### config.mk
export PLATFORM = sky130hd
export DESIGN_NAME = bp_fe_mem_sched
export DESIGN_NICKNAME = d
export VERILOG_FILES = /design/src/rtl/bp_fe_mem_sched.sv
export SDC_FILE = /design/constraint.sdc
export NUM_CORES = 1
export LEC_CHECK = 0
export ABC_CLOCK_PERIOD_IN_PS = 3100
export BUFFER_PORTS_ARGS = -buffer_cell sky130_fd_sc_hd__buf_2
export CAP_MARGIN = 10
export CORE_MARGIN = 2
export CORE_UTILIZATION = 46
export CTS_CLUSTER_DIAMETER = 80
export CTS_CLUSTER_SIZE = 16
export DETAILED_ROUTE_END_ITERATION = 12
export GPL_ROUTABILITY_DRIVEN = 0
export GPL_TIMING_DRIVEN = 0
export PLACE_DENSITY = 0.81
export SYNTH_ARGS = -nofsm -noshare
export SYNTH_HDL_FRONTEND = slang
export SYNTH_SLANG_ARGS = --single-unit
export TNS_END_PERCENT = 20
### constraint.sdc
create_clock -name clk_i -period 3.1 [get_ports clk_i]
set_clock_uncertainty 0.15 [all_clocks]
set_input_delay 0.155 -clock clk_i [delete_from_list [all_inputs] [get_ports clk_i]]
set_output_delay 0.155 -clock clk_i [all_outputs]
set_load 0.005 [all_outputs]
### src/rtl/bp_fe_mem_sched.sv
// Arbitrates the FE mem-command port between PC-gen fetches and maintenance ops,
// tracks the two in-flight fetch stages and parks/replays fetches that miss.
module bp_fe_mem_sched #(
  parameter int vaddr_width_p   = 39,
  parameter int payload_width_p = 64
) (
  input  logic                       clk_i,
  input  logic                       reset_i,

  input  logic                       fetch_v_i,
  input  logic [vaddr_width_p-1:0]   fetch_vaddr_i,
  output logic                       fetch_yumi_o,

  input  logic                       maint_v_i,
  input  logic [1:0]                 maint_op_i,
  input  logic [payload_width_p-1:0] maint_payload_i,
  output logic                       maint_yumi_o,

  input  logic                       redirect_v_i,

  output logic                       mem_cmd_v_o,
  output logic [1:0]                 mem_cmd_op_o,
  output logic [vaddr_width_p-1:0]   mem_cmd_vaddr_o,
  output logic [payload_width_p-1:0] mem_cmd_payload_o,
  input  logic                       mem_cmd_yumi_i,
  output logic                       mem_poison_o,

  input  logic                       mem_resp_v_i,
  input  logic                       mem_resp_itlb_miss_i,
  input  logic                       mem_resp_icache_miss_i,
  input  logic                       mem_resp_fault_i,
  input  logic                       cache_req_complete_i,

  output logic                       fetch_resp_v_o,
  output logic [vaddr_width_p-1:0]   fetch_resp_vaddr_o
);

  typedef enum logic [1:0] {RUN, WAIT_FILL, WAIT_CACHE, REPLAY} state_e;

  localparam logic [1:0] OP_FETCH    = 2'd0;
  localparam logic [1:0] OP_TLB_FILL = 2'd2;

  state_e                     state_r;
  logic                       v1_r, v2_r;
  logic [vaddr_width_p-1:0]   vaddr1_r, vaddr2_r, replay_vaddr_r;

  logic resp_v, miss, waiting;
  logic sel_replay, sel_maint, sel_fetch, fetch_acc;
  logic unused_fault;

  // Faulting responses are delivered like good ones; the fault flag travels on
  // a separate path downstream and does not steer scheduling.
  assign unused_fault = mem_resp_fault_i;

  // A response without a stage-2 fetch behind it is ignored.
  assign resp_v       = mem_resp_v_i & v2_r;
  assign miss         = resp_v & (mem_resp_itlb_miss_i | mem_resp_icache_miss_i);
  assign mem_poison_o = redirect_v_i | miss;
  assign waiting      = (state_r == WAIT_FILL) | (state_r == WAIT_CACHE);

  // A redirect discards a pending replay; op 0 on the maint port is never issued.
  // New fetches are held back on a miss cycle so nothing younger overtakes the replay.
  assign sel_replay = (state_r == REPLAY) & ~redirect_v_i;
  assign sel_maint  = ~sel_replay & maint_v_i & (maint_op_i != OP_FETCH)
                    & ((~v1_r & ~v2_r) | waiting);
  assign sel_fetch  = ~sel_replay & ~sel_maint & fetch_v_i
                    & (((state_r == RUN) & ~miss) | redirect_v_i);

  assign mem_cmd_v_o       = sel_replay | sel_maint | sel_fetch;
  assign mem_cmd_op_o      = sel_maint ? maint_op_i : OP_FETCH;
  assign mem_cmd_vaddr_o   = sel_replay ? replay_vaddr_r
                           : (sel_fetch ? fetch_vaddr_i : '0);
  assign mem_cmd_payload_o = sel_maint ? maint_payload_i : '0;

  assign fetch_yumi_o = sel_fetch & mem_cmd_yumi_i;
  assign maint_yumi_o = sel_maint & mem_cmd_yumi_i;
  assign fetch_acc    = (sel_replay | sel_fetch) & mem_cmd_yumi_i;

  assign fetch_resp_v_o     = resp_v & ~miss & ~redirect_v_i;
  assign fetch_resp_vaddr_o = vaddr2_r;

  always_ff @(posedge clk_i) begin
    if (reset_i) begin
      state_r        <= RUN;
      v1_r           <= 1'b0;
      v2_r           <= 1'b0;
      vaddr1_r       <= '0;
      vaddr2_r       <= '0;
      replay_vaddr_r <= '0;
    end else begin
      // stage 1 -> stage 2: poison kills the older fetch, never the one accepted now
      v1_r     <= fetch_acc;
      v2_r     <= v1_r & ~mem_poison_o;
      vaddr2_r <= vaddr1_r;
      if (fetch_acc) vaddr1_r <= mem_cmd_vaddr_o;

      if (redirect_v_i) begin
        state_r <= RUN;
      end else if (miss) begin
        replay_vaddr_r <= vaddr2_r;
        state_r        <= mem_resp_itlb_miss_i ? WAIT_FILL : WAIT_CACHE;
      end else begin
        case (state_r)
          WAIT_FILL:  if (maint_yumi_o && (maint_op_i == OP_TLB_FILL)) state_r <= REPLAY;
          WAIT_CACHE: if (cache_req_complete_i) state_r <= REPLAY;
          REPLAY:     if (fetch_acc) state_r <= RUN;
          default:    state_r <= state_r;
        endcase
      end
    end
  end

endmodule

==> results of run 1 <==
-- power groups by stage --
stage / clock [mW] / combinational (mW) / sequential [mW]
after floorplan: 0 / 0.204 / 1.67
after global placement: 0 / 0.435 / 1.67
after detailed placement: 0 / 0.438 / 1.67
after CTS: 2.00 / 0.482 / 1.64
after global routing: 2.08 / 0.527 / 1.64
final: 2.00 / 0.487 / 1.64
-- stage by stage --
step	std cells	utilization	cell area [um2]	setup TNS [ns]
final	1075	0.704	7700	0
after global placement	1001	0.611	6680	0
after global routing	1075	0.704	7700	-0.0304
after CTS	1073	0.703	7680	0
after floorplan	600	-	5200	0
after detailed placement	1001	0.611	6680	0
-- cell type report --
type	instances	area [um2]	share of cell area
antenna	2	5.00	0.000650
buffer	51	220	0.0286
clock buffer	18	439	0.0570
clock inverter	14	164	0.0213
inverter	4	15.0	0.00195
multi-input combinational	424	2550	0.331
sequential	121	2420	0.315
tap	140	175	0.0227
timing repair buffer	301	1710	0.222
-- Yosys cell counts (3+ instances only) --
cell type  number
o221a_1        39
nand2_1        82
nor2b_1        42
o21ai_0         3
buf_2          12
o21a_1          3
nand3_1         4
ha_1            4
dfxtp_1       121
nor2_1         82
and2_1         68
inv_1           4
a22o_1         39
a21oi_1        40
clkbuf_1       38
-- worst max-delay path, delay by kind of cell, from the launching register on --
kind	cells	cell delay [ns]
flops	1	0.38
compound gates	2	0.47
buf+inv	4	0.63
fa+ha+maj	1	0.30
simple gates	2	0.46
-- timing repair --
action | CTS | global route
resized for setup | 1 | 10
endpoints found under the hold margin | 40 | 0
endpoints found under the setup margin | 1 | 61
hold buffers | 40 | 0
-- layout by cell type, fill, tap and decap left out, drive strengths merged, types with 40 or more instances in the layout --
cell type and n:
nor2 82, dlygate4sd3 40, and2 68, buf 273
a21oi 40, nor2b 42, dfxtp 121, nand2 82
clkbuf 57
-- logic make-up after synthesis --
group / count (synthesis) / synth area share
and+or+nand+nor: 287 / 0.271
DFF: 121 / 0.466
AOI/OAI and AO/OA: 133 / 0.211
adders and majority gates: 4 / 0.00963
buffers and inverters: 55 / 0.0426
-- registers in the layout (all words and copies together), names as in the netlist --
name                flops
fetch_resp_vaddr_o     39
replay_vaddr_r         39
state_r                 2
v1_r                    1
v2_r                    1
vaddr1_r               39
-- path summary, 6_finish.rpt --
| kind | start | endpoint | cells after the start |
|---|---|---|---|
| worst max-delay path | state_r[0] | mem_cmd_vaddr_o[38] | 9 |
| worst min-delay path | redirect_v_i | state_r[0] | 3 |
| worst max register to register | state_r[0] | vaddr1_r[25] | 8 |
| worst min register to register | fetch_resp_vaddr_o[31] | replay_vaddr_r[31] | 2 |
-- metal layers --
| metal | up-vias | GRT usage | wire length, um |
|---|---|---|---|
| li1 | 2687 | - | - |
| met1 | 2663 | 0.342 | 7180 |
| met2 | 269 | 0.500 | 9170 |
| met3 | 39 | 0.0623 | 1590 |
| met4 | 0 | 0.133 | 578 |
| met5 | - | 0 | 0 |
==> flow_metrics.py, run 1 <==
metrics = {
    "sta": {
        "fin_crit_sh": 0.956,
        "slew_headroom": 0.607,
        "fin_ws_ns": 0.138,
        "finalHoldViolCount": 0,
        "finalSetupViolations": 0,
        "hold_ws_ns": 0.0354,
        "final.min_clock_period_ns": 2.96,
        "tightestPinTransition_ns": 0.589,
        "clock.fmax_mhz": 338,
        "slew_viol_final": 0,
        "rsz0062_at_grt": "true",
    },
    "grt": {
        "antenna_found_initial": 2,
        "track_usage": 0.289,
        "grt_overflow": 0,
        "grt_pass1_wl_mm": 26.8,
        "grt_pass1_vias": 5322,
        "grt_max_degree": 17,
    },
    "placed_design": {
        "post-place-ws_ns": 0.414,
        "io_buffers": 261,
        "dp_hpwl_mm": 12.9,
    },
    "critical_path": {
        "worst-path-max-fanout": 10,
        "critPathKind": "register to primary output",
        "cpMaxStageDelayCell": "dfxtp_1",
        "cp.required_ns": 2.79,
        "slowest_delay_ns": 0.38,
        "cp-end-kind": "primary output",
        "reg2reg_slack_ns": 0.50,
        "worstPathCellList": "inv_1 -> ha_1 -> o21ba_2 -> nor2_1 -> nor4b_4 -> buf_6 -> clkbuf_4 -> a22o_1 -> buf_2",
        "cp.arrival_ns": 2.66,
        "cp-start-kind": "register",
    },
    "final_layout": {
        "fill_cells": 885,
        "synthToLayoutAreaGrowth_pct": 48.2,
        "drive_gt1_frac": 0.335,
        "num-nets-final": 1040,
    },
    "yosys": {
        "seq_area_frac_synth": 0.466,
        "avgSynthCellArea_um2": 8.66,
        "synth.distinct_cells": 30,
        "synth_edf_count": 0,
        "synth_area_leaders": "dfxtp_1 47%, o221a_1 8.5%, and2_1 8.2%",
        "ys_ff_latch": 121,
        "netlist_instances": 600,
        "synth_top_cell_by_area": "dfxtp_1",
        "async_reset_ff_frac": 0,
        "synth_top_cell_area_share": 0.466,
        "netlist_area_mm2": 0.00520,
        "synth_flop_cell": "dfxtp_1",
        "synth_nets": 720,
        "ys_warn_count": 0,
    },
    "pwr": {
        "clockPowerShare": 0.485,
        "power.density_mw_per_mm2": 536,
        "seq_power_share": 0.397,
        "pwr-share-comb": 0.118,
        "ir_drop_mv": 0.327,
        "netSwitchingPower_mw": 1.04,
        "p_leak_nw": 3.76,
        "total_power_mw": 4.13,
        "sw_frac_of_total": 0.251,
        "internal_power_mw": 3.09,
    },
    "drt": {
        "drt_iter0_drc": 265,
        "first_pass_iters": 5,
        "postRouteAntennaNets": 0,
        "via_per_inst": 5.26,
        "routed_wl_mm": 18.5,
        "route.detailed.drc": 0,
        "vias": 5658,
        "routedWlPerCell_um": 17.2,
    },
    "status": {
        "run_status": "complete, no violations",
    },
    "clock_network": {
        "h-tree-depth": 4,
        "clk_pin_slew_ns": 0.06,
        "tritoncts": "yes",
        "cts_max_path_buffers": 2,
        "clock_latency_ns": 0.41,
        "numClockSinks": 121,
        "cts_root_buf": "clkbuf_16",
        "post-cts-setup-buffers": 0,
        "cts_buffers": 17,
    },
    "floorplanning": {
        "die_area_mm2": 0.0122,
        "start_util": 0.475,
        "die_h_um": 110,
        "core_area_mm2": 0.0109,
        "fp-row-count": 38,
        "die-width_um": 110,
        "pin_count": 265,
    },
    "job": {
        "drv_cap": 0,
    },
    "worst_hold_path": {
        "hp-class": "input port to register",
    },
}
No activity file was read; power rests on OpenSTA's default activity.
==> inputs of run 2 (changes only) <==
--- a/config.mk
+++ b/config.mk
@@ -8,6 +8,7 @@
 export ABC_CLOCK_PERIOD_IN_PS = 3100
 export BUFFER_PORTS_ARGS = -buffer_cell sky130_fd_sc_hd__buf_2
 export CAP_MARGIN = 10
+export CORE_ASPECT_RATIO = 0.8
 export CORE_MARGIN = 2
 export CORE_UTILIZATION = 46
 export CTS_CLUSTER_DIAMETER = 80
==> run 2 against run 1 <==
Effect of this change: setup slack got worse by 0.091 ns; fmax decreased by 3.0%; wire length decreased by 0.67%; largest power group unchanged; count of clock-buffer cells in the layout increased by 1; non-clock buffer count increased by 1; critical path depth decreased by 1; design area increased by 0.16%; global-route usage increased by 1.2 points; clock power about the same; die area about the same; total power increased by 0.51%.
==> flow_metrics.py, run 2 (synthesis results as in run 1) <==
metrics = {
    "drt": {
        "vias": 5633,
        "routedWlPerCell_um": 17.1,
        "first_pass_iters": 5,
        "routed_wl_mm": 18.4,
        "postRouteAntennaNets": 0,
        "drt_iter0_drc": 355,
        "route.detailed.drc": 0,
        "via_per_inst": 5.23,
    },
    "grt": {
        "grt_max_degree": 17,
        "track_usage": 0.302,
        "grt_pass1_wl_mm": 28.2,
        "grt_overflow": 0,
        "grt_pass1_vias": 5474,
        "antenna_found_initial": 0,
    },
    "critical_path": {
        "slowest_delay_ns": 0.48,
        "cp.required_ns": 2.79,
        "startpoint": "state_r[0]",
        "worstPathCellList": "inv_1 -> ha_1 -> o21ba_2 -> nor2_1 -> nor4b_4 -> clkbuf_1 -> a22o_1 -> buf_2",
        "cp-end-kind": "primary output",
        "r2r-end": "vaddr1_r[19]",
        "worst-path-max-fanout": 10,
        "cp-start-kind": "register",
        "r2r_start": "state_r[0]",
        "critPathKind": "register to primary output",
        "reg2reg_slack_ns": 0.56,
        "cpMaxStageDelayCell": "clkbuf_1",
        "cp.arrival_ns": 2.75,
        "crit_path_end": "mem_cmd_vaddr_o[13]",
        "reg2regPathDepth": 8,
    },
    "clock_network": {
        "clock_latency_ns": 0.41,
        "numClockSinks": 121,
        "tritoncts": "yes",
        "clk_pin_slew_ns": 0.06,
        "h-tree-depth": 4,
        "cts_max_path_buffers": 2,
        "cts_buffers": 17,
        "post-cts-setup-buffers": 0,
        "cts_root_buf": "clkbuf_16",
    },
    "job": {
        "drv_cap": 0,
    },
    "worst_hold_path": {
        "hp-class": "input port to register",
    },
    "sta": {
        "fin_tns_setup_ns": 0,
        "rsz0062_at_grt": "true",
        "slew_headroom": 0.620,
        "final.min_clock_period_ns": 3.05,
        "fin_crit_sh": 0.985,
        "tightestPinTransition_ns": 0.571,
        "finalSetupViolations": 0,
        "clock.fmax_mhz": 328,
        "finalHoldViolCount": 0,
        "slew_viol_final": 0,
    },
    "placed_design": {
        "placed_area_mm2": 0.00668,
        "dp_hpwl_mm": 12.9,
        "io_buffers": 261,
    },
    "floorplanning": {
        "die_area_mm2": 0.0122,
        "die-width_um": 123,
        "pin_count": 265,
        "die_h_um": 99.1,
        "fp-row-count": 34,
        "core_area_mm2": 0.0109,
        "start_util": 0.475,
    },
    "pwr": {
        "ir_drop_mv": 0.466,
        "p_leak_nw": 3.77,
        "power.density_mw_per_mm2": 538,
    },
    "final_layout": {
        "synthToLayoutAreaGrowth_pct": 48.4,
        "stdcell_area_mm2": 0.00771,
        "num-nets-final": 1041,
        "drive_gt1_frac": 0.333,
        "mostFrequentLayoutCell": "buf_2",
        "layout_common_cells": "271 x buf_2, 121 x dfxtp_1, 82 x nor2_1, 82 x nand2_1, 68 x and2_1",
        "antenna_cells": 0,
    },
    "status": {
        "run_status": "complete, no violations",
    },
}
run 2: final cells by class:
type	count	area (um2)
Fill cell	885	3220
Sequential cell	121	2420
Clock inverter	13	168
Multi-Input combinational cell	424	2550
Buffer	51	215
Clock buffer	19	443
Inverter	4	15.0
Timing Repair Buffer	302	1720
Tap cell	144	180
run 2: routing by layer:
metal | routed length, um | GRT usage | vias up
li1 | - | - | 2692
met1 | 7750 | 0.385 | 2630
met2 | 8720 | 0.491 | 273
met3 | 1520 | 0.0787 | 38
met4 | 408 | 0.108 | 0
met5 | 0 | 0 | -
run 2: worst min-delay path by stage:
| stage | startpoint | to | slack (ns) | cells past startpoint |
|---|---|---|---|---|
| 4_1_cts | redirect_v_i | state_r[0] | 0.001 | 3 |
| 2_1_floorplan | redirect_v_i | state_r[0] | 0.19 | 2 |
| 6_report | redirect_v_i | state_r[0] | 0.01 | 3 |
| 3_3_place_gp | fetch_resp_vaddr_o[28] | replay_vaddr_r[28] | 0.28 | 2 |
| 5_1_grt | mem_resp_v_i | state_r[0] | 0.02 | 4 |
| 3_5_place_dp | fetch_resp_vaddr_o[34] | replay_vaddr_r[34] | 0.29 | 2 |
run 2: power by group:
group          internal, mW  total, mW  switching (mW)
Sequential             1.61       1.64          0.0290
Combinational         0.256      0.486           0.230
Clock                  1.29       2.02           0.727
run 2: critical path: cells and delay by family (launching register included):
kind	cells	cell delay, ns
DFF	1	0.39
and+or+nand+nor	2	0.44
adders and majority gates	1	0.28
AOI/OAI and AO/OA	2	0.54
buffers and inverters	3	0.70
run 2: what timing repair did:
action / 4_1_cts / 5_1_grt
hold buffers: 41 / 0
setup endpoints to repair: 9 / 60
endpoints found under the hold margin: 44 / 0
gates resized for setup: 1 / 7
pin swaps: 0 / 0
run 2: through the flow:
stage | power, mW | cells | setup WS (ns) | hold slack [ns] | util
after CTS | 4.15 | 1078 | 0.0433 | 0.00140 | 0.705
after floorplan | 1.87 | 600 | 0.936 | 0.188 | -
after global routing | 4.29 | 1078 | -0.0794 | 0.0229 | 0.705
after detailed placement | 2.11 | 1005 | 0.421 | 0.290 | 0.611
final | 4.15 | 1078 | 0.0471 | 0.0112 | 0.705
after global placement | 2.10 | 1005 | 0.440 | 0.285 | 0.611
==> inputs of run 3 (changes only) <==
--- a/config.mk
+++ b/config.mk
@@ -17,6 +17,7 @@
 export GPL_ROUTABILITY_DRIVEN = 0
 export GPL_TIMING_DRIVEN = 0
 export PLACE_DENSITY = 0.81
+export RECOVER_POWER = 50
 export SYNTH_ARGS = -nofsm -noshare
 export SYNTH_HDL_FRONTEND = slang
 export SYNTH_SLANG_ARGS = --single-unit
==> run 3 against run 2 <==
Effect of this change: worst hold slack better by 0.0030 ns; fmax down 0.18%; sequential share of layout area up 0.14 points; utilization down 0.32 points; first-iteration DRC count down 2.5%; critical path depth unchanged; flip-flop and latch count unchanged; design area down 0.45%; total power about the same; die area unchanged; global-route usage unchanged; via count down 0.39%; critical endpoint is now mem_cmd_vaddr_o[12].
==> flow_metrics.py, run 3 (synthesis results as in run 1) <==
metrics = {
    "floorplanning": {
        "die-width_um": 123,
        "die_h_um": 99.1,
        "core_area_mm2": 0.0109,
        "pin_count": 265,
        "start_util": 0.475,
        "die_area_mm2": 0.0122,
        "fp-row-count": 34,
    },
    "critical_path": {
        "r2r-end": "vaddr1_r[19]",
        "cpMaxStageDelayCell": "clkbuf_1",
        "slowest_delay_ns": 0.50,
        "critPathBufInv": 3,
        "critPathKind": "register to primary output",
        "worst-path-max-fanout": 10,
        "r2r_start": "state_r[0]",
        "cp-start-kind": "register",
        "worstPathCellList": "inv_1 -> ha_1 -> o21ba_2 -> nor2_1 -> nor4b_4 -> clkbuf_1 -> a22o_1 -> buf_2",
        "cp.required_ns": 2.79,
        "crit_family": "buffers and inverters",
        "cp-end-kind": "primary output",
        "reg2reg_slack_ns": 0.56,
        "cp.arrival_ns": 2.75,
        "reg2regPathDepth": 8,
    },
    "final_layout": {
        "mostFrequentLayoutCell": "buf_2",
        "fill_cells": 905,
        "layout_common_cells": "243 x buf_2, 121 x dfxtp_1, 82 x nor2_1, 82 x nand2_1, 68 x and2_1",
        "num-nets-final": 1041,
        "finalNonFillerCells": 1078,
        "stdcell_area_mm2": 0.00768,
        "synthToLayoutAreaGrowth_pct": 47.7,
        "drive_gt1_frac": 0.303,
        "antenna_cells": 0,
    },
    "pwr": {
        "ir_drop_mv": 0.466,
        "p_leak_nw": 3.65,
        "total_power_mw": 4.14,
        "internal_power_mw": 3.16,
        "sw_frac_of_total": 0.238,
        "netSwitchingPower_uw": 988,
        "power.density_mw_per_mm2": 540,
        "pwr-share-comb": 0.116,
        "seq_power_share": 0.396,
        "clockPowerShare": 0.488,
    },
    "placed_design": {
        "placedCellCount": 1005,
        "post-place-ws_ns": 0.421,
        "placed_area_mm2": 0.00668,
        "io_buffers": 261,
        "dp_hpwl_mm": 12.9,
    },
    "grt": {
        "antenna_found_initial": 0,
        "grt_overflow": 0,
        "grt_pass1_wl_mm": 28.2,
        "track_usage": 0.302,
        "grt_max_degree": 17,
        "grt_pass1_vias": 5474,
    },
    "sta": {
        "final.min_clock_period_ns": 3.06,
        "fin_crit_sh": 0.987,
        "fin_ws_ns": 0.0416,
        "clock.fmax_mhz": 327,
        "rsz0062_at_grt": "true",
        "tightestPinTransition_ns": 0.595,
        "hold_ws_ns": 0.0141,
        "finalSetupViolations": 0,
        "slew_headroom": 0.603,
        "finalHoldViolCount": 0,
        "slew_viol_final": 0,
    },
    "drt": {
        "postRouteAntennaNets": 0,
        "routedWlPerCell_um": 17.1,
        "vias": 5611,
        "drt_iter0_drc": 346,
        "via_per_inst": 5.21,
        "first_pass_iters": 5,
        "routed_wl_mm": 18.4,
        "route.detailed.drc": 0,
    },
    "clock_network": {
        "clock_latency_ns": 0.41,
        "tritoncts": "yes",
        "h-tree-depth": 4,
        "numClockSinks": 121,
        "cts_buffers": 17,
        "post-cts-setup-buffers": 0,
        "cts_root_buf": "clkbuf_16",
        "clk_pin_slew_ns": 0.06,
        "cts_max_path_buffers": 2,
    },
    "worst_hold_path": {
        "hp-class": "input port to register",
        "holdPathStages": 3,
        "min_to": "state_r[0]",
        "hp-start": "redirect_v_i",
    },
    "job": {
        "drv_cap": 0,
    },
    "status": {
        "run_status": "complete, no violations",
    },
}
==> run 3: cell count changes in the layout (fill, tap and decap cells not counted) <==
cell,delta
clkbuf_1,+28
buf_2,-28
==> run 3: power by group through the flow <==
stage / combinational [mW] / clock, mW / sequential (mW)
final: 0.483 / 2.02 / 1.64
after global routing: 0.525 / 2.12 / 1.65
after CTS: 0.481 / 2.03 / 1.64
after detailed placement: 0.436 / 0 / 1.67
after global placement: 0.433 / 0 / 1.67
after floorplan: 0.204 / 0 / 1.67
==> run 3: layer usage <==
metal	track usage	share of wire	vias up
met4	0.108	0.021	0
met3	0.0787	0.088	37
met5	0	0	-
met2	0.491	0.47	284
li1	-	-	2689
met1	0.385	0.42	2601
==> run 3: through the flow <==
| step | utilization | TNS [ns] |
|---|---|---|
| 2_1_floorplan | - | 0 |
| 4_1_cts | 0.705 | 0 |
| 6_report | 0.702 | 0 |
| 5_1_grt | 0.702 | -0.804 |
| 3_5_place_dp | 0.611 | 0 |
| 3_3_place_gp | 0.611 | 0 |
==> run 3: final cells by class <==
cell class              instances  area [um2]  area share
plain buffers                  51         214      0.0279
clock buffers                  19         443      0.0577
clock inverters                13         168      0.0218
inverters                       4        15.0     0.00196
multi-input cells             424        2550       0.332
flip-flops and latches        121        2420       0.316
well taps                     144         180      0.0235
repair buffers                302        1680       0.219
==> run 3: timing repair <==
action,4_1_cts,5_1_grt
gates resized for setup,1,7
setup endpoints to repair,9,60
hold buffers,41,0
hold endpoints to repair,44,0
==> run 3: worst min-delay path, cell delays in order <==
cell and delay, ns:
buf_2 0.17, nor2_1 0.09, o211a_1 0.11
==> run 3: worst max path at each step <==
stage	depth (start not counted)	from	end	slack, ns
6_report	8	state_r[0]	mem_cmd_vaddr_o[12]	0.04
5_1_grt	8	state_r[0]	mem_cmd_vaddr_o[12]	-0.08
4_1_cts	8	state_r[0]	mem_cmd_payload_o[32]	0.04
3_5_place_dp	9	state_r[0]	mem_cmd_vaddr_o[1]	0.42
3_3_place_gp	9	state_r[0]	mem_cmd_vaddr_o[3]	0.44
2_1_floorplan	8	state_r[0]	mem_cmd_vaddr_o[0]	0.94
